===== src/rtl/fft_pkg.sv =====
// Shared definitions for the 16-point FFT datapath: frame geometry, sequencer states
// and the slot-slicing helper for packed N*DW buses.
`ifndef FFT_SLICE
`define FFT_SLICE(k, w) ((k)*(w)) +: (w)
`endif

package fft_pkg;

  localparam int FFT_N  = 16;
  localparam int FFT_DW = 16;

  typedef enum logic [1:0] {
    ST_LOAD    = 2'd0,
    ST_COMPUTE = 2'd1,
    ST_DRAIN   = 2'd2
  } fft_state_e;

endpackage


===== src/rtl/fft16_frame_buf.sv =====
// N-entry complex register file: single-slot write port, whole-frame parallel load,
// and the full frame always visible on the parallel read bus.
module fft16_frame_buf
  import fft_pkg::*;
#(
  parameter int DW = FFT_DW,
  parameter int N  = FFT_N
) (
  input  logic                   clk,
  input  logic                   we,
  input  logic [$clog2(N)-1:0]   waddr,
  input  logic signed [DW-1:0]   wr_re,
  input  logic signed [DW-1:0]   wr_im,
  input  logic                   ld,
  input  logic [N*DW-1:0]        ld_re,
  input  logic [N*DW-1:0]        ld_im,
  output logic [N*DW-1:0]        rd_re,
  output logic [N*DW-1:0]        rd_im
);

  // Data storage only; contents survive reset and are simply overwritten.
  always_ff @(posedge clk) begin
    if (ld) begin
      rd_re <= ld_re;
      rd_im <= ld_im;
    end else if (we) begin
      rd_re[`FFT_SLICE(waddr, DW)] <= wr_re;
      rd_im[`FFT_SLICE(waddr, DW)] <= wr_im;
    end
  end

endmodule


===== src/rtl/fft16_stage1_ctrl.sv =====
// Sequencer around the radix-4 first-stage butterfly: serial frame in, parallel
// compute with latency wait, serial frame out under valid/ready.
module fft16_stage1_ctrl
  import fft_pkg::*;
#(
  parameter int DW       = FFT_DW,
  parameter int N        = FFT_N,
  parameter int BFLY_LAT = 1
) (
  input  logic                 clk,
  input  logic                 rst_n,
  input  logic                 in_valid,
  output logic                 in_ready,
  input  logic signed [DW-1:0] in_re,
  input  logic signed [DW-1:0] in_im,
  input  logic                 in_last,
  output logic [N*DW-1:0]      bf_re_in,
  output logic [N*DW-1:0]      bf_im_in,
  output logic                 bf_en,
  input  logic [N*DW-1:0]      bf_re_out,
  input  logic [N*DW-1:0]      bf_im_out,
  output logic                 out_valid,
  input  logic                 out_ready,
  output logic signed [DW-1:0] out_re,
  output logic signed [DW-1:0] out_im,
  output logic                 out_last,
  output logic                 busy,
  output logic                 frame_err
);

  localparam int               IW       = $clog2(N);
  localparam int               LAT_W    = $clog2(BFLY_LAT + 1);
  localparam logic [IW-1:0]    LAST_IDX = IW'(N - 1);
  localparam logic [LAT_W-1:0] LAT_END  = LAT_W'(BFLY_LAT);

  fft_state_e       state;
  logic [IW-1:0]    wr_idx;
  logic [IW-1:0]    rd_idx;
  logic [LAT_W-1:0] lat_cnt;
  logic [LAT_W-1:0] lat_nxt;
  logic             in_fire;
  logic             slot_last;
  logic             in_we;
  logic             res_ld;
  logic             out_fire;
  logic [N*DW-1:0]  res_re;
  logic [N*DW-1:0]  res_im;

  // A sample is kept only when in_last agrees with its slot position.
  assign in_fire   = in_valid && in_ready;
  assign slot_last = (wr_idx == LAST_IDX);
  assign in_we     = in_fire && (in_last == slot_last);
  assign lat_nxt   = lat_cnt + 1'b1;
  assign res_ld    = (state == ST_COMPUTE) && (lat_cnt == LAT_END);
  assign out_fire  = out_valid && out_ready;

  fft16_frame_buf #(.DW(DW), .N(N)) u_in_buf (
    .clk   (clk),
    .we    (in_we),
    .waddr (wr_idx),
    .wr_re (in_re),
    .wr_im (in_im),
    .ld    (1'b0),
    .ld_re ('0),
    .ld_im ('0),
    .rd_re (bf_re_in),
    .rd_im (bf_im_in)
  );

  fft16_frame_buf #(.DW(DW), .N(N)) u_res_buf (
    .clk   (clk),
    .we    (1'b0),
    .waddr ('0),
    .wr_re ('0),
    .wr_im ('0),
    .ld    (res_ld),
    .ld_re (bf_re_out),
    .ld_im (bf_im_out),
    .rd_re (res_re),
    .rd_im (res_im)
  );

  // Output data comes straight from the result register file, zeroed when idle.
  assign out_re = out_valid ? $signed(res_re[`FFT_SLICE(rd_idx, DW)]) : '0;
  assign out_im = out_valid ? $signed(res_im[`FFT_SLICE(rd_idx, DW)]) : '0;

  always_ff @(posedge clk) begin
    if (!rst_n) begin
      state     <= ST_LOAD;
      wr_idx    <= '0;
      rd_idx    <= '0;
      lat_cnt   <= '0;
      in_ready  <= 1'b0;
      bf_en     <= 1'b0;
      busy      <= 1'b0;
      out_valid <= 1'b0;
      out_last  <= 1'b0;
      frame_err <= 1'b0;
    end else begin
      frame_err <= 1'b0;
      case (state)
        ST_LOAD: begin
          in_ready <= 1'b1;
          if (in_fire) begin
            if (in_we && slot_last) begin
              wr_idx   <= '0;
              lat_cnt  <= '0;
              in_ready <= 1'b0;
              bf_en    <= 1'b1;
              busy     <= 1'b1;
              state    <= ST_COMPUTE;
            end else if (in_we) begin
              wr_idx <= wr_idx + 1'b1;
            end else begin
              wr_idx    <= '0;
              frame_err <= 1'b1;
            end
          end
        end
        ST_COMPUTE: begin
          // bf_en covers the BFLY_LAT cycles the butterfly consumes its inputs;
          // the final COMPUTE cycle only captures the settled results.
          if (res_ld) begin
            lat_cnt   <= '0;
            rd_idx    <= '0;
            bf_en     <= 1'b0;
            out_valid <= 1'b1;
            out_last  <= (LAST_IDX == '0);
            state     <= ST_DRAIN;
          end else begin
            lat_cnt <= lat_nxt;
            bf_en   <= (lat_nxt != LAT_END);
          end
        end
        ST_DRAIN: begin
          if (out_fire) begin
            if (rd_idx == LAST_IDX) begin
              rd_idx    <= '0;
              out_valid <= 1'b0;
              out_last  <= 1'b0;
              busy      <= 1'b0;
              in_ready  <= 1'b1;
              state     <= ST_LOAD;
            end else begin
              rd_idx   <= rd_idx + 1'b1;
              out_last <= (rd_idx + 1'b1 == LAST_IDX);
            end
          end
        end
        default: state <= ST_LOAD;
      endcase
    end
  end

endmodule


===== config.mk =====
export PLATFORM = sky130hd
export DESIGN_NAME = fft16_stage1_ctrl
export DESIGN_NICKNAME = d
export VERILOG_FILES = /design/src/rtl/fft_pkg.sv /design/src/rtl/fft16_frame_buf.sv /design/src/rtl/fft16_stage1_ctrl.sv
export SDC_FILE = /design/constraint.sdc
export NUM_CORES = 1
export LEC_CHECK = 0
export CORE_AREA = 8 8 419 421
export DETAILED_ROUTE_END_ITERATION = 10
export DIE_AREA = 0 0 427 429
export PLACE_DENSITY = 0.6
export REMOVE_ABC_BUFFERS = 1
export SLEW_MARGIN = 25
export SYNTH_ARGS = -nofsm -noshare
export SYNTH_HDL_FRONTEND = slang
export SYNTH_HIERARCHICAL = 1
export SYNTH_SLANG_ARGS = --single-unit

===== constraint.sdc =====
create_clock -name clk -period 10 [get_ports clk]
set_clock_uncertainty 0.2 [all_clocks]
set_input_delay 2 -clock clk [delete_from_list [all_inputs] [get_ports clk]]
set_output_delay 2 -clock clk [all_outputs]
set_load 0.005 [all_outputs]

Word level (Yosys, flattened, before mapping). Index checks and enable logic that the tools add are counted.

Add/subtract/negate cells: 4. Eq/ne operators: 11. Reduce and logical (&&, ||, !) cells: 17. Shift operators: 5. Multiplexer cells: 39. Bitwise logic cells: 4.

Operator list (count): $bwmux 256 (2); $shiftx 16x34->256 (2); $shiftx 256x9->16 (2); $shift 16x34->256 const A (1); $neg 8->34 (1); $mux 16 (2); $mux 4 (5); $mux 1 (17); $eq 4x4->1 const B (3); $pmux 1 s2 (6); $mux 2 (5); $ne 2x2->1 const B (5); $reduce_and 5->1 (2); $reduce_and 3->1 (3); $add 4x1->4 const B (2); $pmux 4 s2 (1); $pmux 2 s3 (1); $reduce_bool 2->1 (3); $logic_and 1x1->1 (5); $not 1->1 (4); $reduce_and 4->1 (1); $reduce_or 4->1 (1); $eq 2x1->1 const B (1); $eq 2x2->1 const B (1); 4 further kinds (4).

Register bits after elaboration: 1041. Output and inout port bits: 550. Input bits: 549. Word-level logic and storage cells: 94.

Logic depth before layout (Yosys ltp). Gate-level depths: netlist of the first run.

Word-level depth: 7. Depth in mapped cells: 9. Gate-level depth less buffers: 7.

Modules after synthesis. The synthesis of the first run kept the hierarchy.

Modules (own cells, without submodules): fft16_frame_buf at u_res_buf (seq. area each 15374.7 um2, area each 22444.0 um2, cells each 1531, instances 1); fft16_frame_buf at u_in_buf (seq. area each 15374.7 um2, area each 22111.2 um2, cells each 1377, instances 1); fft16_stage1_ctrl (seq. area each 340.3 um2, area each 5431.5 um2, cells each 628, instances 1).

Worst setup path before layout of the first run. OpenSTA, ideal clock, no wires.

Path type: input-to-reg. Start: input port in_last. End: register u_in_buf.rd_im[0], enable pin. Required time: 9.334 ns. Path buffers: 2. Setup slack: 4.117 ns. Arrival time: 5.217 ns. Library setup time: 0.466 ns. Cell stages on the path: 6. Path through: clkbuf_1 xnor2_1 and3_1 buf_1 inv_1 o21ai_0.

Cells in the longest elaborated chain, start to end: 2.

Ends and longest elaborated chain: from (decl) (line fft16_stage1_ctrl.sv:16) `input logic in_last,`; $eq 1x1->1 (line fft16_stage1_ctrl.sv:52) `assign in_we = in_fire && (in_last == slot_last);`; $logic_and 1x1->1 (line fft16_stage1_ctrl.sv:52); via in_we (line fft16_stage1_ctrl.sv:43) `logic in_we;`; to (signal assigned) (line fft16_frame_buf.sv:25) `rd_im <= ld_im;`; to (signal, indexed assignment) (line fft16_frame_buf.sv:28) `` rd_im[`FFT_SLICE(waddr, DW)] <= wr_im; ``; to (decl) (line fft16_frame_buf.sv:18) `output logic [N*DW-1:0] rd_im`.

The timed path passes the listed nets, and every way through them passes these cells. A chain may end at the register's enable or synchronous reset.

Worst setup path in the final report of the first run.
Start: register rd_idx[2]. End: output port out_re[12].

Cells in the longest elaborated chain, start to end: 2.

Ends and longest elaborated chain: from (decl) (line fft16_stage1_ctrl.sv:38) `logic [IW-1:0] rd_idx;`; from (signal assigned) (line fft16_stage1_ctrl.sv:145) `rd_idx <= rd_idx + 1'b1;`; $shiftx 256x9->16 (line fft16_stage1_ctrl.sv:84) `` assign out_re = out_valid ? $signed(res_re[`FFT_SLICE(rd_idx, DW)]) : '0; ``; $mux 16 (line fft16_stage1_ctrl.sv:84); to (decl) (line fft16_stage1_ctrl.sv:24) `output logic signed [DW-1:0] out_re,`.

Every way passes these cells.

==> results of run 1 <==
==> placed cells by master, fill, tap and decap left out, types with 10 or more instances in the layout <==
cell             netlist  final
clkdlybuf4s50_1        0   1095
edfxtp_1            1024   1024
conb_1                 1    617
a32o_1               605    605
nand2_1              287    286
mux2i_1              235    235
a22o_1               229    229
clkbuf_16              0    115
a22oi_1              107    107
buf_4                  9     90
o41ai_1               85     85
o21ai_0               79     78
inv_1                 46     46
o31ai_2               31     30
nand4_1               28     28
clkinv_1               1     28
o21ai_1               24     24
clkinv_2               0     23
o22ai_1               22     22
nor3_1                22     22
nor2b_1               22     19
nand3_1               17     17
dfxtp_1               17     15
nor2_1                17     14
clkbuf_1             264     12
a31o_2                12     12
mux4_2                11     11
ha_1                  10     10
==> metrics by stage <==
step	instances	hold WS [ns]	util (%)	power [mW]
final	7311	0.278	40.6	10.7
after floorplan	3684	0.244	-	5.53
after detailed placement	7095	0.272	38.3	6.38
after CTS	7305	0.281	40.5	10.6
after global routing	7310	0.302	40.6	10.9
after global placement	7092	0.271	38.3	6.37
==> routing by layer <==
layer,routed length [um],up-vias,part of all wire (%)
met4,14200,6,6.2
li1,-,17100,-
met3,21600,539,9.4
met1,83600,20100,36
met5,37,-,0.016
met2,110000,2826,48
==> cell usage after synthesis, drive strengths merged (4+ instances only) <==
master and count:
nor4 6, a22o 229, and3 7, o31ai 36, a21o 12, mux2i 235, a21boi 5, clkbuf 265
a22oi 107, nor2b 22, nand3b 5, nor2 22, edfxtp 1024, nand2 287, a32o 605, o21ai 103
o21a 4, a21oi 12, nand2b 7, a211oi 4, ha 10, mux4 11, nor3 26, nand3 17
nand4 28, dfxtp 17, o41ai 85, buf 203, nor3b 7, a221oi 11, o22ai 22, inv 46
xnor2 4, a41o 6, a31o 12
==> worst max-delay path: stages, from the launching register on <==
cell	delay, ns
dfxtp_2	0.86
nor2b_4	0.73
buf_4	0.71
a22oi_1	0.19
nand2_1	0.12
o22ai_1	0.30
clkdlybuf4s50_1	0.57
==> cells by family (layout without fill, tap and decap cells) <==
family	count (synthesis)	after routing
compound gates	1259	1259
buf+inv	515	1451
mux	246	246
other cells	1	622
xor+xnor	6	6
fa+ha+maj	10	10
flops	1041	1041
simple gates	458	458
==> flip-flops by register name, summed over array words and instances, names as in the netlist <==
register         flops
u_in_buf/rd_im     256
u_in_buf/rd_re     256
u_res_buf/rd_im    256
u_res_buf/rd_re    256
rd_idx               4
wr_idx               4
state                2
bf_en                1
busy                 1
frame_err            1
in_ready             1
lat_cnt              1
out_last             1
out_valid            1
==> power breakdown <==
part           internal, mW  total (mW)  switching [mW]
registers              5.01        5.09          0.0778
clock network          2.39        4.23            1.84
logic                 0.600        1.33           0.732
total                  8.00        10.7            2.65
==> worst max-delay path by stage <==
stage / from / to / slack [ns]
final: rd_idx[2] / out_re[12] / 3.48
after global routing: rd_idx[2] / out_re[12] / 3.43
after CTS: rd_idx[2] / out_im[2] / 3.39
after detailed placement: rd_idx[2] / out_im[2] / 4.27
after global placement: rd_idx[2] / out_re[12] / 4.30
after floorplan: state[1] / rd_idx[2] / -2.17
==> cell type report <==
type                    instances  area, um^2  share of cell area (%)
multi-input cells            2596       18800                    27.5
well taps                    2218        2780                    4.06
clock buffers                 135        3030                    4.44
diodes                          5        12.5                  0.0183
repair buffers               1194       11800                    17.3
flip-flops and latches       1041       31100                    45.5
clock inverters                75         662                   0.968
inverters                      47         176                   0.258
==> flow_summary.yaml, run 1 <==
clock_tree:
  clk_path_buf_depth: 3
  insertion_delay_ns: 0.74
  cts_root_buf: "clkbuf_16"
  cts_tree: "yes"
  postCtsSetupRepairBufs: 0
  hold_buffers: 0
  cts_sinks: 1041
  ctsResizeCount: 0
  cts_buffers: 113
  path_clk_slew_ns: 0.07
  h-tree-depth: 3
worst_setup_path:
  worstRegToRegCells: 6
  arrival_ns: 4.32
  critPathKind: "register to output port"
  path_max_fanout: 45
  critPathCaptureType: "output port"
  reg2reg_from: "wr_idx[2]"
  cp.required_ns: 7.80
  r2r-end: "u_in_buf/rd_im[158]"
  r2r_slack_ns: 6.25
  critPathLaunchType: "register"
floorplan:
  die_w_um: 427
  io_pins: 1099
  fp.dieH_um: 429
  dieArea_um2: 183000
  start_util_pct: 29.7
  coreArea_um2: 169000
  rows: 151
hold_path:
  hold-path-cell-count: 2
  holdCritStartpoint: "out_last"
  min_to: "out_last"
  hold_class: "register to register"
cells_and_area:
  nets: 5552
  fillers: 15800
  synthToLayoutAreaGrowth_pct: 36.8
  drive_gt1_share_pct: 7.55
  design_area_um2: 68400
synth:
  seq_area_frac_synth_pct: 62.2
  synthAdderAreaFrac_pct: 0.250
  synthSimpleGateAreaFrac_pct: 4.39
  ys_ff_latch: 1041
  yosys_warnings: 6
  yosys.area.top_type: "edfxtp_1"
  synth-compound-area-share_pct: 22.7
  syn_avg_cell_area_um2: 14.1
  synth-async-reset-ratio_pct: 0
  yosysTopAreaCellShare_pct: 61.5
  muxShareOfSynthArea_pct: 5.20
  synthCells: 3536
  synth_area_leaders: "edfxtp_1, a32o_1, mux2i_1"
  yosys.cell_types.count: 80
  syn_area_um2: 50000
  synth_top_family_by_area: "compound AO/OA/AOI/OAI gates"
  synth_xor_area_share_pct: 0.188
  synth_edf_count: 1024
  synth_flop_cell: "edfxtp_1"
power:
  vdd_drop_max_uv: 143
  p_per_area_nw_per_um2: 156
  leakage_nw: 21.8
route:
  antenna_left: 0
  remaining_drc_errors: 0
  wirelength_um: 229000
  drt_iter0_markers: 5227
  drt_pass1_iterations: 6
  routedWlPerCell_um: 31.3
  vias: 40600
  viasPerCell: 5.55
placement:
  place_area_um2: 64600
  pre_cts_ws_ns: 4.27
  hpwl_um: 148000
  gp_congestion: 0.856
  portBuffers: 1098
sta:
  min_period_ns: 6.52
  min_period_over_period_pct: 65.2
  rsz0062_at_grt: "no"
  slew_headroom_pct: -1170
  hold_viol_final: 0
  setup_viol: 0
  worst_slew_pin_slew_ns: 19.02
  slew_viol_final: 224
  fmax_mhz: 153
  timing.setup.tns_ns: 0
  worst_slack_ns: 3.48
grt:
  gr-max-usage-layer: "met2"
  grt_pass1_vias: 39900
  grt_overflow_total: 0
  grt_max_degree: 533
  grt_pass1_wl_um: 311000
  grt_usage_pct: 23.5
  use_met1_pct: 28.1
  globalRouteMet2Util_pct: 39.5
  antenna_found_initial: 12
  grtUsageMet3_pct: 4.94
outcome:
  run_status: "finished, violations left"
  violations: "max-slew violations"
run:
  cap_violations: 0
Power figures use the tool's default switching activity.
==> run 2: changes to the inputs <==
==> constraint.sdc (replaced) <==
create_clock -name clk -period 6.6 [get_ports clk]
set_clock_uncertainty 0.2 [all_clocks]
set_input_delay 1.32 -clock clk [delete_from_list [all_inputs] [get_ports clk]]
set_output_delay 1.32 -clock clk [all_outputs]
set_load 0.005 [all_outputs]
==> flow_summary.yaml, run 2 (synthesized netlist as in run 1, its figures left out) <==
clock_tree:
  clk_path_buf_depth: 3
  cts_buffers: 114
  ctsResizeCount: 0
  hold_buffers: 0
  path_clk_slew_ns: 0.07
  insertion_delay_ns: 0.75
  h-tree-depth: 3
  postCtsSetupRepairBufs: 0
  cts_sinks: 1041
  cts_root_buf: "clkbuf_16"
  cts_tree: "yes"
worst_setup_path:
  crit_path_end: "out_re[15]"
  arrival_ns: 4.10
  r2r-end: "u_in_buf/rd_re[107]"
  r2r_slack_ns: 2.71
  worstRegToRegCells: 7
  critPathLaunchType: "register"
  path_max_fanout: 30
  critPathCaptureType: "output port"
  cp.required_ns: 5.08
  critPathKind: "register to output port"
  reg2reg_from: "wr_idx[0]"
  startpoint: "rd_idx[2]"
sta:
  min_period_ns: 5.62
  rsz0062_at_grt: "no"
  hold-worst-slack_ns: 0.283
  worst_slew_pin_slew_ns: 19.09
  min_period_over_period_pct: 85.1
  slew_headroom_pct: -1170
  fmax_mhz: 178
  hold_viol_final: 0
  setup_viol: 0
  worst_slack_ns: 0.981
  slew_viol_final: 599
cells_and_area:
  stdcell_count: 7321
  layout_commonest_cell: "clkdlybuf4s50_1"
  drive_gt1_share_pct: 7.44
  synthToLayoutAreaGrowth_pct: 36.9
  final_cell_mix: "clkdlybuf4s50_1, edfxtp_1, conb_1"
  nets: 5555
  fin_util_pct: 40.6
power:
  p_per_area_nw_per_um2: 237
  swShare_pct: 25.3
  p_comb_share_pct: 12.6
  vdd_drop_max_uv: 212
  leakage_nw: 21.8
  p_int_mw: 12.1
  clockPowerShare_pct: 39.8
  seqPwrFrac_pct: 47.6
  p_switching_mw: 4.10
  finalPower_mw: 16.2
outcome:
  run_status: "finished, violations left"
  violations: "max-slew violations"
route:
  wl_met2_um: 112000
  drt_iter0_markers: 5479
  remaining_drc_errors: 0
  wirelength_um: 232000
  vias: 41000
  drt_pass1_iterations: 7
  top_layer: "met5"
  wl_met1_um: 85400
  antenna_left: 0
  routedWlPerCell_um: 31.7
  viasPerCell: 5.60
  wl_met3_um: 21600
run:
  cap_violations: 0
floorplan:
  fp.dieH_um: 429
  die_w_um: 427
  io_pins: 1099
  coreArea_um2: 169000
  start_util_pct: 29.7
  dieArea_um2: 183000
  rows: 151
placement:
  hpwl_um: 150000
  portBuffers: 1098
  gp_congestion: 0.856
  pre_cts_ws_ns: 1.79
  dp.cells: 7098
grt:
  grt_max_degree: 533
  grt_usage_pct: 23.8
  antenna_found_initial: 23
  grt_pass1_vias: 40900
  grt_overflow_total: 0
  grt_pass1_wl_um: 316000
hold_path:
  hold_class: "register to register"
[run 2: changes by cell type in the layout (fill, tap and decap cells not counted), sizes merged]
cell	before	now
diode	5	11
bufinv	9	10
clkbuf	135	137
clkdlybuf4s50	1095	1097
clkinv	56	50
inv	51	56
[run 2: critical path, cell delays in order (launching register included)]
cell and delay, ns:
dfxtp_2 0.85, and2_2 0.77, buf_4 0.59, a22oi_1 0.18, nand2_1 0.11, o22ai_1 0.21, clkdlybuf4s50_1 0.54
[run 2: layout make-up]
cell class,instances,area (um^2)
Inverter,47,176
Clock inverter,75,774
Tap cell,2218,2780
Fill cell,15900,100000
Multi-Input combinational cell,2596,18800
Sequential cell,1041,31100
Antenna cell,11,27.5
Timing Repair Buffer,1196,11800
Clock buffer,137,2940
[run 2: power groups by stage]
stage,sequential (mW),combinational [mW],clock (mW)
3_3_place_gp,7.85,1.80,0
2_1_floorplan,7.84,0.546,0
5_1_grt,7.74,2.10,6.81
3_5_place_dp,7.86,1.81,0
4_1_cts,7.72,1.82,6.58
6_report,7.71,2.03,6.45
[run 2: routing by layer]
metal / GRT usage (%) / vias to the layer above
met1: 28.4 / 20400
met2: 40.2 / 2828
met5: 0 / -
li1: - / 17200
met3: 4.93 / 561
met4: 13.0 / 8
[run 2: worst min path at each step]
stage / from / end / slack (ns) / depth (start not counted)
2_1_floorplan: lat_cnt / lat_cnt / 0.24 / 1
3_3_place_gp: lat_cnt / lat_cnt / 0.27 / 1
4_1_cts: lat_cnt / lat_cnt / 0.30 / 1
6_report: out_last / out_last / 0.28 / 2
5_1_grt: lat_cnt / lat_cnt / 0.35 / 1
3_5_place_dp: lat_cnt / lat_cnt / 0.28 / 1
[run 2: metrics by stage]
stage / area (um^2) / setup TNS [ns]
6_report: 68400 / 0
5_1_grt: 68400 / 0
4_1_cts: 68400 / 0
3_5_place_dp: 64700 / 0
3_3_place_gp: 64600 / 0
2_1_floorplan: 49900 / -5608.20
